File: src/rtl/serial_sub_if.sv
// Operand/result bundle for the bit-serial subtractor.
// The master side supplies operands and the start request; the slave side
// (the subtractor) returns status and the parallel result.
interface serial_sub_if #(
    parameter int WIDTH = 8
);
    logic             start;
    logic [WIDTH-1:0] a;
    logic [WIDTH-1:0] b;
    logic             busy;
    logic             done;
    logic [WIDTH-1:0] diff;
    logic             bout;

    modport master (
        output start,
        output a,
        output b,
        input  busy,
        input  done,
        input  diff,
        input  bout
    );

    modport slave (
        input  start,
        input  a,
        input  b,
        output busy,
        output done,
        output diff,
        output bout
    );
endinterface

File: src/rtl/serial_sub.sv
// Bit-serial subtractor: diff = a - b, one bit per clock, LSB first.
// A single full-subtractor cell is fed from the LSBs of two right-shifting
// operand registers; the borrow is carried between bits in a register.
// The result shifts in from the MSB side so that after WIDTH bits the
// difference is aligned in diff_q without any final reordering.
module serial_sub #(
    parameter int WIDTH = 8
) (
    input  logic         clk,
    input  logic         rst_n,
    serial_sub_if.slave  bus
);

    localparam int CW = $clog2(WIDTH) + 1;

    typedef enum logic [1:0] {
        ST_IDLE = 2'd0,
        ST_RUN  = 2'd1,
        ST_DONE = 2'd2
    } state_t;

    state_t           state_q, state_d;
    logic [WIDTH-1:0] a_q, a_d;
    logic [WIDTH-1:0] b_q, b_d;
    logic [WIDTH-1:0] diff_q, diff_d;
    logic             br_q, br_d;
    logic             bout_q, bout_d;
    logic [CW-1:0]    cnt_q, cnt_d;

    // Full-subtractor cell on the current operand LSBs.
    logic d_bit;
    logic br_next;
    logic last_bit;

    assign d_bit    = a_q[0] ^ b_q[0] ^ br_q;
    assign br_next  = (~a_q[0] & b_q[0]) | (~(a_q[0] ^ b_q[0]) & br_q);
    assign last_bit = (cnt_q == CW'(WIDTH - 1));

    // State and datapath registers; reset clears everything so an aborted
    // operation leaves no trace.
    always_ff @(posedge clk or negedge rst_n) begin
        if (!rst_n) begin
            state_q <= ST_IDLE;
            a_q     <= '0;
            b_q     <= '0;
            diff_q  <= '0;
            br_q    <= 1'b0;
            bout_q  <= 1'b0;
            cnt_q   <= '0;
        end else begin
            state_q <= state_d;
            a_q     <= a_d;
            b_q     <= b_d;
            diff_q  <= diff_d;
            br_q    <= br_d;
            bout_q  <= bout_d;
            cnt_q   <= cnt_d;
        end
    end

    // Next-state and datapath update: capture in IDLE, one bit per cycle in
    // RUN, a single-cycle DONE before returning to IDLE.
    always_comb begin
        state_d = state_q;
        a_d     = a_q;
        b_d     = b_q;
        diff_d  = diff_q;
        br_d    = br_q;
        bout_d  = bout_q;
        cnt_d   = cnt_q;

        unique case (state_q)
            ST_IDLE: begin
                if (bus.start) begin
                    a_d     = bus.a;
                    b_d     = bus.b;
                    br_d    = 1'b0;
                    cnt_d   = '0;
                    bout_d  = 1'b0;
                    state_d = ST_RUN;
                end
            end
            ST_RUN: begin
                diff_d = {d_bit, diff_q[WIDTH-1:1]};
                a_d    = a_q >> 1;
                b_d    = b_q >> 1;
                br_d   = br_next;
                cnt_d  = cnt_q + CW'(1);
                if (last_bit) begin
                    bout_d  = br_next;
                    state_d = ST_DONE;
                end
            end
            ST_DONE: begin
                state_d = ST_IDLE;
            end
            default: begin
                state_d = ST_IDLE;
            end
        endcase
    end

    assign bus.busy = (state_q == ST_RUN);
    assign bus.done = (state_q == ST_DONE);
    assign bus.diff = diff_q;
    assign bus.bout = bout_q;

endmodule

File: src/flat_wrapper.sv
// flat-port wrapper written by rule: the top's interface ports become plain ports
module serial_sub_flat 
#(
    parameter int WIDTH = 8
)
  (clk, rst_n, bus_start, bus_a, bus_b, bus_busy, bus_done, bus_diff, bus_bout);
  serial_sub_if #(.WIDTH(WIDTH)) bus_i ();
  input  logic clk;
  input  logic rst_n;
  input wire logic [$bits(bus_i.start)-1:0] bus_start;
  input wire logic [$bits(bus_i.a)-1:0] bus_a;
  input wire logic [$bits(bus_i.b)-1:0] bus_b;
  output wire logic [$bits(bus_i.busy)-1:0] bus_busy;
  output wire logic [$bits(bus_i.done)-1:0] bus_done;
  output wire logic [$bits(bus_i.diff)-1:0] bus_diff;
  output wire logic [$bits(bus_i.bout)-1:0] bus_bout;
  assign bus_i.start = bus_start;
  assign bus_i.a = bus_a;
  assign bus_i.b = bus_b;
  assign bus_busy = bus_i.busy;
  assign bus_done = bus_i.done;
  assign bus_diff = bus_i.diff;
  assign bus_bout = bus_i.bout;
  serial_sub #(.WIDTH(WIDTH)) u_core (.clk(clk), .rst_n(rst_n), .bus(bus_i));
endmodule
File: config.mk
export PLATFORM = sky130hd
export DESIGN_NAME = serial_sub_flat
export DESIGN_NICKNAME = d
export VERILOG_FILES = /design/src/rtl/serial_sub_if.sv /design/src/rtl/serial_sub.sv /design/src/flat_wrapper.sv
export SDC_FILE = /design/constraint.sdc
export NUM_CORES = 1
export LEC_CHECK = 0
export ABC_AREA = 0
export CAP_MARGIN = 20
export CORE_MARGIN = 2
export CORE_UTILIZATION = 50
export CTS_CLUSTER_DIAMETER = 60
export DETAILED_ROUTE_END_ITERATION = 7
export PLACE_DENSITY = 0.87
export SETUP_SLACK_MARGIN = 0.2
export SYNTH_ARGS = -nofsm -noshare
export SYNTH_HDL_FRONTEND = slang
export SYNTH_SLANG_ARGS = --single-unit
File: constraint.sdc
create_clock -name clk -period 1.7 [get_ports clk]
set_clock_uncertainty 0.2 [all_clocks]
set_input_delay 0.51 -clock clk [delete_from_list [all_inputs] [get_ports clk]]
set_output_delay 0.51 -clock clk [all_outputs]
set_load 0.02 [all_outputs]
==> reports/qor.txt, run 1 <==
outcome: complete, but fails checks
failing checks: negative setup slack
critical path's slowest cell: dfrtp_1
DRC: 0
Final GP Congestion: 0.722
most common flop cell mapped by yosys: dfrtp_1
io pins: 30
RSZ-0062 raised after global routing: true
r2r worst-path depth: 5
Crit path buffers/inverters: 2
cts hold-fix bufs: 0
clock buffer count from CTS: 5
delay-heaviest family, CP: flip-flops
crit start category: flip-flop
leakage: 0.000998 uW
r2r startpoint: u_core.state_q[1]
drt total wl: 2780 um
P_sw: 1260 uW
sequential share of power: 37.6%
arrival time worst endpoint: 1060 ps
first-pass GRT wire length: 4880 um
setup TNS: -110 ps
vias in the first global route: 1186
total gr overflow: 0
Root Buffer: clkbuf_4
Slew Limit Fails: 0
final period utilization: 104%
DP Cell Count: 199
FP Rows: 19
hold_sp: u_core.a_q[1]
clk buf depth: 2
fin crit period: 1770 ps
fin nets: 208
DIE AREA: 0.00331 sq mm
share of layout cells above drive strength 1: 25.0%
path category of the worst min-delay check: reg2reg
DRT iter0 DRCs: 16
CTS tree: done
WL/cell: 12.7 um
stages on the worst setup path: 3
Switching Fraction: 36.1%
synth cell count leaders: nand2_1, dfrtp_1, mux2i_1
sequential area share after synthesis: 55.9%
core area: 0.00273 sq mm
Worst-Margin Slew: 301 ps
H-tree depth: 2
flops & latches, synth: 32
Layout fillers: 182
Synth cell types: 29
Int Pwr: 2220 uW
Final HPWL DP: 1930 um
worst setup path endpoint: bus_busy
Hold Vio Cnt, Final: 0
largest net degree at the start of global routing: 33
Crit. End Element: primary output
biggest area contributors in the synthesized netlist: dfrtp_1, nand2_1, mux2i_1, o21ai_0, o21ai_1
post-place setup slack: -232 ps
fin worst setup slack: -73.9 ps
Reg clk slew, reported paths: 90 ps
Post-Synthesis Cells: 134
maximum VDD drop: 1.60 mV
Post-Syn Area: 0.00143 sq mm
Max-cap violations: 0
worst-path fanout max: 3
Mapped Nets: 155
Setup crit start: u_core.state_q[1]
synthesized area per cell: 10.7 sq um
RR Endpoint: u_core.b_q[5]
Fin Hold WS: 290 ps
Final setup viols: 2
FFs w/ async S/R, synth: 100%
crit-path max cell delay: 410 ps
Clk pwr share: 12.6%
Combinational Power Share: 49.7%
post-route ant nets: 0
Setup CP Type: reg2out
Via-to-Cell Ratio: 5.16
Slew HR: 80.0%
critical path cell sequence: nand2b_4 > inv_8 > buf_6
Synth-to-Final Area Change: 39.4%
Fmax: 0.564 GHz
Worst EP required: 990 ps
Die Y: 57.5 um
R2R setup slack: 150 ps
synth warn: 0
Layout Cells excl Fill: 219
Die Width: 57.5 um
power density cells: 1740 mW/mm^2
Pre-antenna DRT Iters: 4
initial antenna violation count: 0
Yosys top cell area share: 55.9%
EDFF count, synth: 0
port buffer count: 29
ant diodes: 0
Worst-Skew Late Latency: 330 ps
Clock Sinks: 32
Yosys top cell by area: dfrtp_1
Vias: 1130
top-count cell post-synth: nand2_1
gr usage total: 19.7%
Initial Util: 52.4%
-- sequential cells by signal, summed over array words and instances (netlist names) --
signal and cells:
u_core.a_q 8, u_core.b_q 8, u_core.bus.diff 8, u_core.cnt_q 4
u_core.state_q 2, u_core.br_q 1, u_core.bus.bout 1
-- metrics by stage --
step                instance area (sq um)  power (uW)  util, %
floorplan                            1450        2320        -
global placement                     1810        2710     66.3
finish                               2000        3480     73.0
global route                         2000        3750     73.0
detailed placement                   1810        2810     66.3
CTS                                  1950        3440     71.4
-- kinds of logic after synthesis --
logic type	count (synthesis)	share of synthesized area, %
AND/OR/NAND/NOR	47	13.5
flip-flops	32	55.9
AO/OA/AOI/OAI	27	11.6
multiplexers	15	10.6
buffers and inverters	10	5.42
adder cells (fa/ha/maj)	2	2.27
XOR/XNOR	1	0.612
-- power by group through the flow --
stage,sequential (uW),clock [uW],combinational [uW]
6_report,1310,440,1730
5_1_grt,1340,497,1900
4_1_cts,1310,464,1660
3_5_place_dp,1320,0,1480
3_3_place_gp,1300,0,1420
2_1_floorplan,1400,0,914
-- worst min path at each step --
| stage | slack [ps] | endpoint | depth (start not counted) |
|---|---|---|---|
| after floorplan | 10 | u_core.a_q[0] | 0 |
| after global placement | 260 | u_core.bus.diff[0] | 2 |
| after detailed placement | 260 | u_core.bus.diff[0] | 2 |
| after CTS | 300 | u_core.a_q[5] | 2 |
| after global routing | 330 | u_core.b_q[4] | 2 |
| final | 290 | u_core.a_q[1] | 2 |
-- placed cells by master (no fill, tap or decap) --
master	Yosys	final
clkdlybuf4s50_1	0	17
buf_4	1	21
o21ai_0	10	10
inv_1	2	2
clkbuf_8	0	1
clkbuf_4	0	5
buf_12	1	1
a32o_1	2	2
inv_8	1	1
ha_2	0	1
nand3_1	1	1
dlymetal6s2s_1	0	1
o21bai_1	1	1
fa_1	1	1
a21oi_1	1	1
and2_1	1	1
o21ai_1	8	8
and2b_1	1	1
o21bai_4	0	1
mux2i_1	14	14
buf_6	1	13
nand2b_4	0	1
dfrtp_1	32	32
and3b_2	0	1
nor2b_1	1	1
nand2_1	39	39
xor2_1	1	1
a31oi_1	1	1
mux2_2	1	1
nor2_1	2	2
a22o_1	3	3
clkbuf_1	0	2
-- final cells by class --
type	count	area, sq um	share of cell area (%)
clock buffer	8	58.8	2.95
tap	31	38.8	1.94
sequential	32	801	40.1
timing repair buffer	53	507	25.4
inverter	3	18.8	0.940
multi-input combinational	92	572	28.7
-- worst register-to-register path, stage by stage (launching register included) --
cell      delay, ps
dfrtp_1         410
nand2b_4        180
inv_8            60
buf_4           280
mux2i_1         250
o21ai_1          70
-- repair_timing --
action | CTS | global route
endpoints found under the hold margin | 0 | 0
resized for setup | 67 | 5
pin swaps | 0 | 1
setup buffers | 8 | 4
endpoints found under the setup margin | 27 | 26
-- routing by layer --
layer | track usage [%] | share of wire [%] | vias up
li1 | - | - | 555
met1 | 20.5 | 43 | 542
met2 | 35.4 | 51 | 27
met3 | 6.80 | 4.9 | 6
met4 | 8.97 | 1.5 | 0
met5 | 0 | 0 | -
(Power assumes the default switching activity.)
==> inputs of run 2 (changes only) <==
--- a/config.mk
+++ b/config.mk
@@ -8,3 +8,2 @@
 export ABC_AREA = 0
-export CAP_MARGIN = 20
 export CORE_MARGIN = 2
==> constraint.sdc (replaced) <==
create_clock -name clk -period 1.7 [get_ports clk]
set_clock_uncertainty 0.2 [all_clocks]
set_input_delay 0.34 -clock clk [delete_from_list [all_inputs] [get_ports clk]]
set_output_delay 0.34 -clock clk [all_outputs]
set_load 0.02 [all_outputs]
==> reports/qor.txt, run 2 (synthesis results as in run 1) <==
outcome: completed
clk buf depth: 2
Die Y: 57.5 um
crit-path max cell delay: 390 ps
path category of the worst min-delay check: in2async
Clock Sinks: 32
Fmax: 0.613 GHz
Final HPWL DP: 1960 um
clock buffer count from CTS: 5
Slew HR: 80.9%
power density cells: 1750 mW/mm^2
Crit. End Element: primary output
WL/cell: 15.9 um
Via-to-Cell Ratio: 5.37
most common cell after layout, fill and taps aside: nand2_1
Worst-Margin Slew: 286 ps
port buffer count: 29
R2R setup slack: 140 ps
fin crit period: 1630 ps
post-route ant nets: 0
Final setup viols: 0
final period utilization: 95.9%
Vias: 1128
critical path cell sequence: buf_6 > inv_4 > nor2_2 > buf_6
Final Cell Area: 0.00194 sq mm
crit start category: flip-flop
first-pass GRT wire length: 4840 um
DRC: 0
FP Rows: 19
Area after DPL: 0.00178 sq mm
gr usage total: 20.2%
Final GP Congestion: 0.746
fin nets: 199
Die Width: 57.5 um
most frequent cells in the layout: nand2_1, dfrtp_1, clkdlybuf4s50_1
total gr overflow: 0
core area: 0.00273 sq mm
Design Power: 3390 uW
stages on the worst setup path: 4
DRT iter0 DRCs: 17
io pins: 30
Reg clk slew, reported paths: 90 ps
r2r worst-path depth: 5
Worst EP required: 1160 ps
Pre-antenna DRT Iters: 4
Synth-to-Final Area Change: 35.6%
CTS tree: done
worst-path fanout max: 3
maximum VDD drop: 1.23 mV
Crit path buffers/inverters: 3
Hold Vio Cnt, Final: 0
fin util: 71.0%
arrival time worst endpoint: 1090 ps
Critical Path Most Common Cell: buf_6
delay-heaviest family, CP: flip-flops
share of layout cells above drive strength 1: 22.3%
DIE AREA: 0.00331 sq mm
H-tree depth: 2
Slew Limit Fails: 0
Initial Util: 52.4%
vias in the first global route: 1159
Root Buffer: clkbuf_4
r2r startpoint: u_core.state_q[0]
RSZ-0062 raised after global routing: true
Worst-Skew Late Latency: 330 ps
Setup CP Type: reg2out
initial antenna violation count: 0
largest net degree at the start of global routing: 33
RR Endpoint: u_core.a_q[6]
cts hold-fix bufs: 0
Max-cap violations: 0
Layout fillers: 195
drt total wl: 3340 um
ant diodes: 0
critical path's slowest cell: dfrtp_1
leakage: 0.000954 uW
==> run 2: cell count changes in the layout (fill, tap and decap cells not counted), moves of 2 or more <==
| cell | change |
|---|---|
| o21ai_1 | +2 |
| buf_2 | +9 |
| o21ai_0 | -3 |
| clkbuf_16 | +2 |
| buf_4 | -16 |
| buf_6 | -6 |
==> run 2: where the power goes <==
part	internal [uW]	leakage (uW)	switching [uW]	total (uW)
clock	204	0.0000326	249	453
sequential	1090	0.000404	238	1330
combinational	772	0.000518	841	1610
total	2060	0.000954	1330	3390
==> run 2: final cells by class <==
cell class / instances / area [sq um] / share of cell area [%]
tap: 31 / 38.8 / 2.00
clock buffer: 8 / 58.8 / 3.03
timing repair buffer: 43 / 427 / 22.0
multi-input combinational: 93 / 593 / 30.6
inverter: 3 / 21.3 / 1.10
sequential: 32 / 802 / 41.3
==> run 2: routing by layer <==
metal  track usage, %  wire length [um]
met5                0                 0
met4             12.6                60
met3             6.80               208
met2             35.2              1710
met1             20.5              1360
==> run 2: metrics by stage <==
step | worst slack (ps) | std cells | hold WS, ps | TNS, ps
2_1_floorplan | 249 | 134 | -156 | 0
3_3_place_gp | -96.2 | 196 | 259 | -119
3_5_place_dp | -99.1 | 196 | 269 | -170
4_1_cts | 70.2 | 205 | 162 | 0
5_1_grt | 3.01 | 210 | 166 | 0
6_report | 69.3 | 210 | 166 | 0
==> run 2: worst reg2reg max path, delay by kind of cell (launching register included) <==
kind            cells  cell delay (ps)
flops               1              460
buf+inv             2              390
simple gates        1               50
compound gates      2              370
==> run 2: what timing repair did <==
item / CTS / global route
setup endpoints to repair: 24 / 21
buffers inserted: 1 / 1
cloned: 0 / 4
resized for setup: 56 / 12
==> run 2: worst max path at each step <==
stage | startpoint | to | slack [ps]
final | u_core.state_q[1] | bus_done | 70
after CTS | u_core.state_q[1] | bus_done | 70
after global routing | u_core.state_q[1] | bus_done | 3
after detailed placement | u_core.state_q[1] | bus_busy | -100
after global placement | u_core.state_q[1] | bus_busy | -100
after floorplan | u_core.state_q[1] | bus_busy | 250
==> inputs of run 3 (changes only) <==
- ABC_CLOCK_PERIOD_IN_PS: default -> 1700
- CAP_MARGIN: default -> 30
==> results of run 3 <==
Final layout, timing and power as in run 2 (identical DEF).
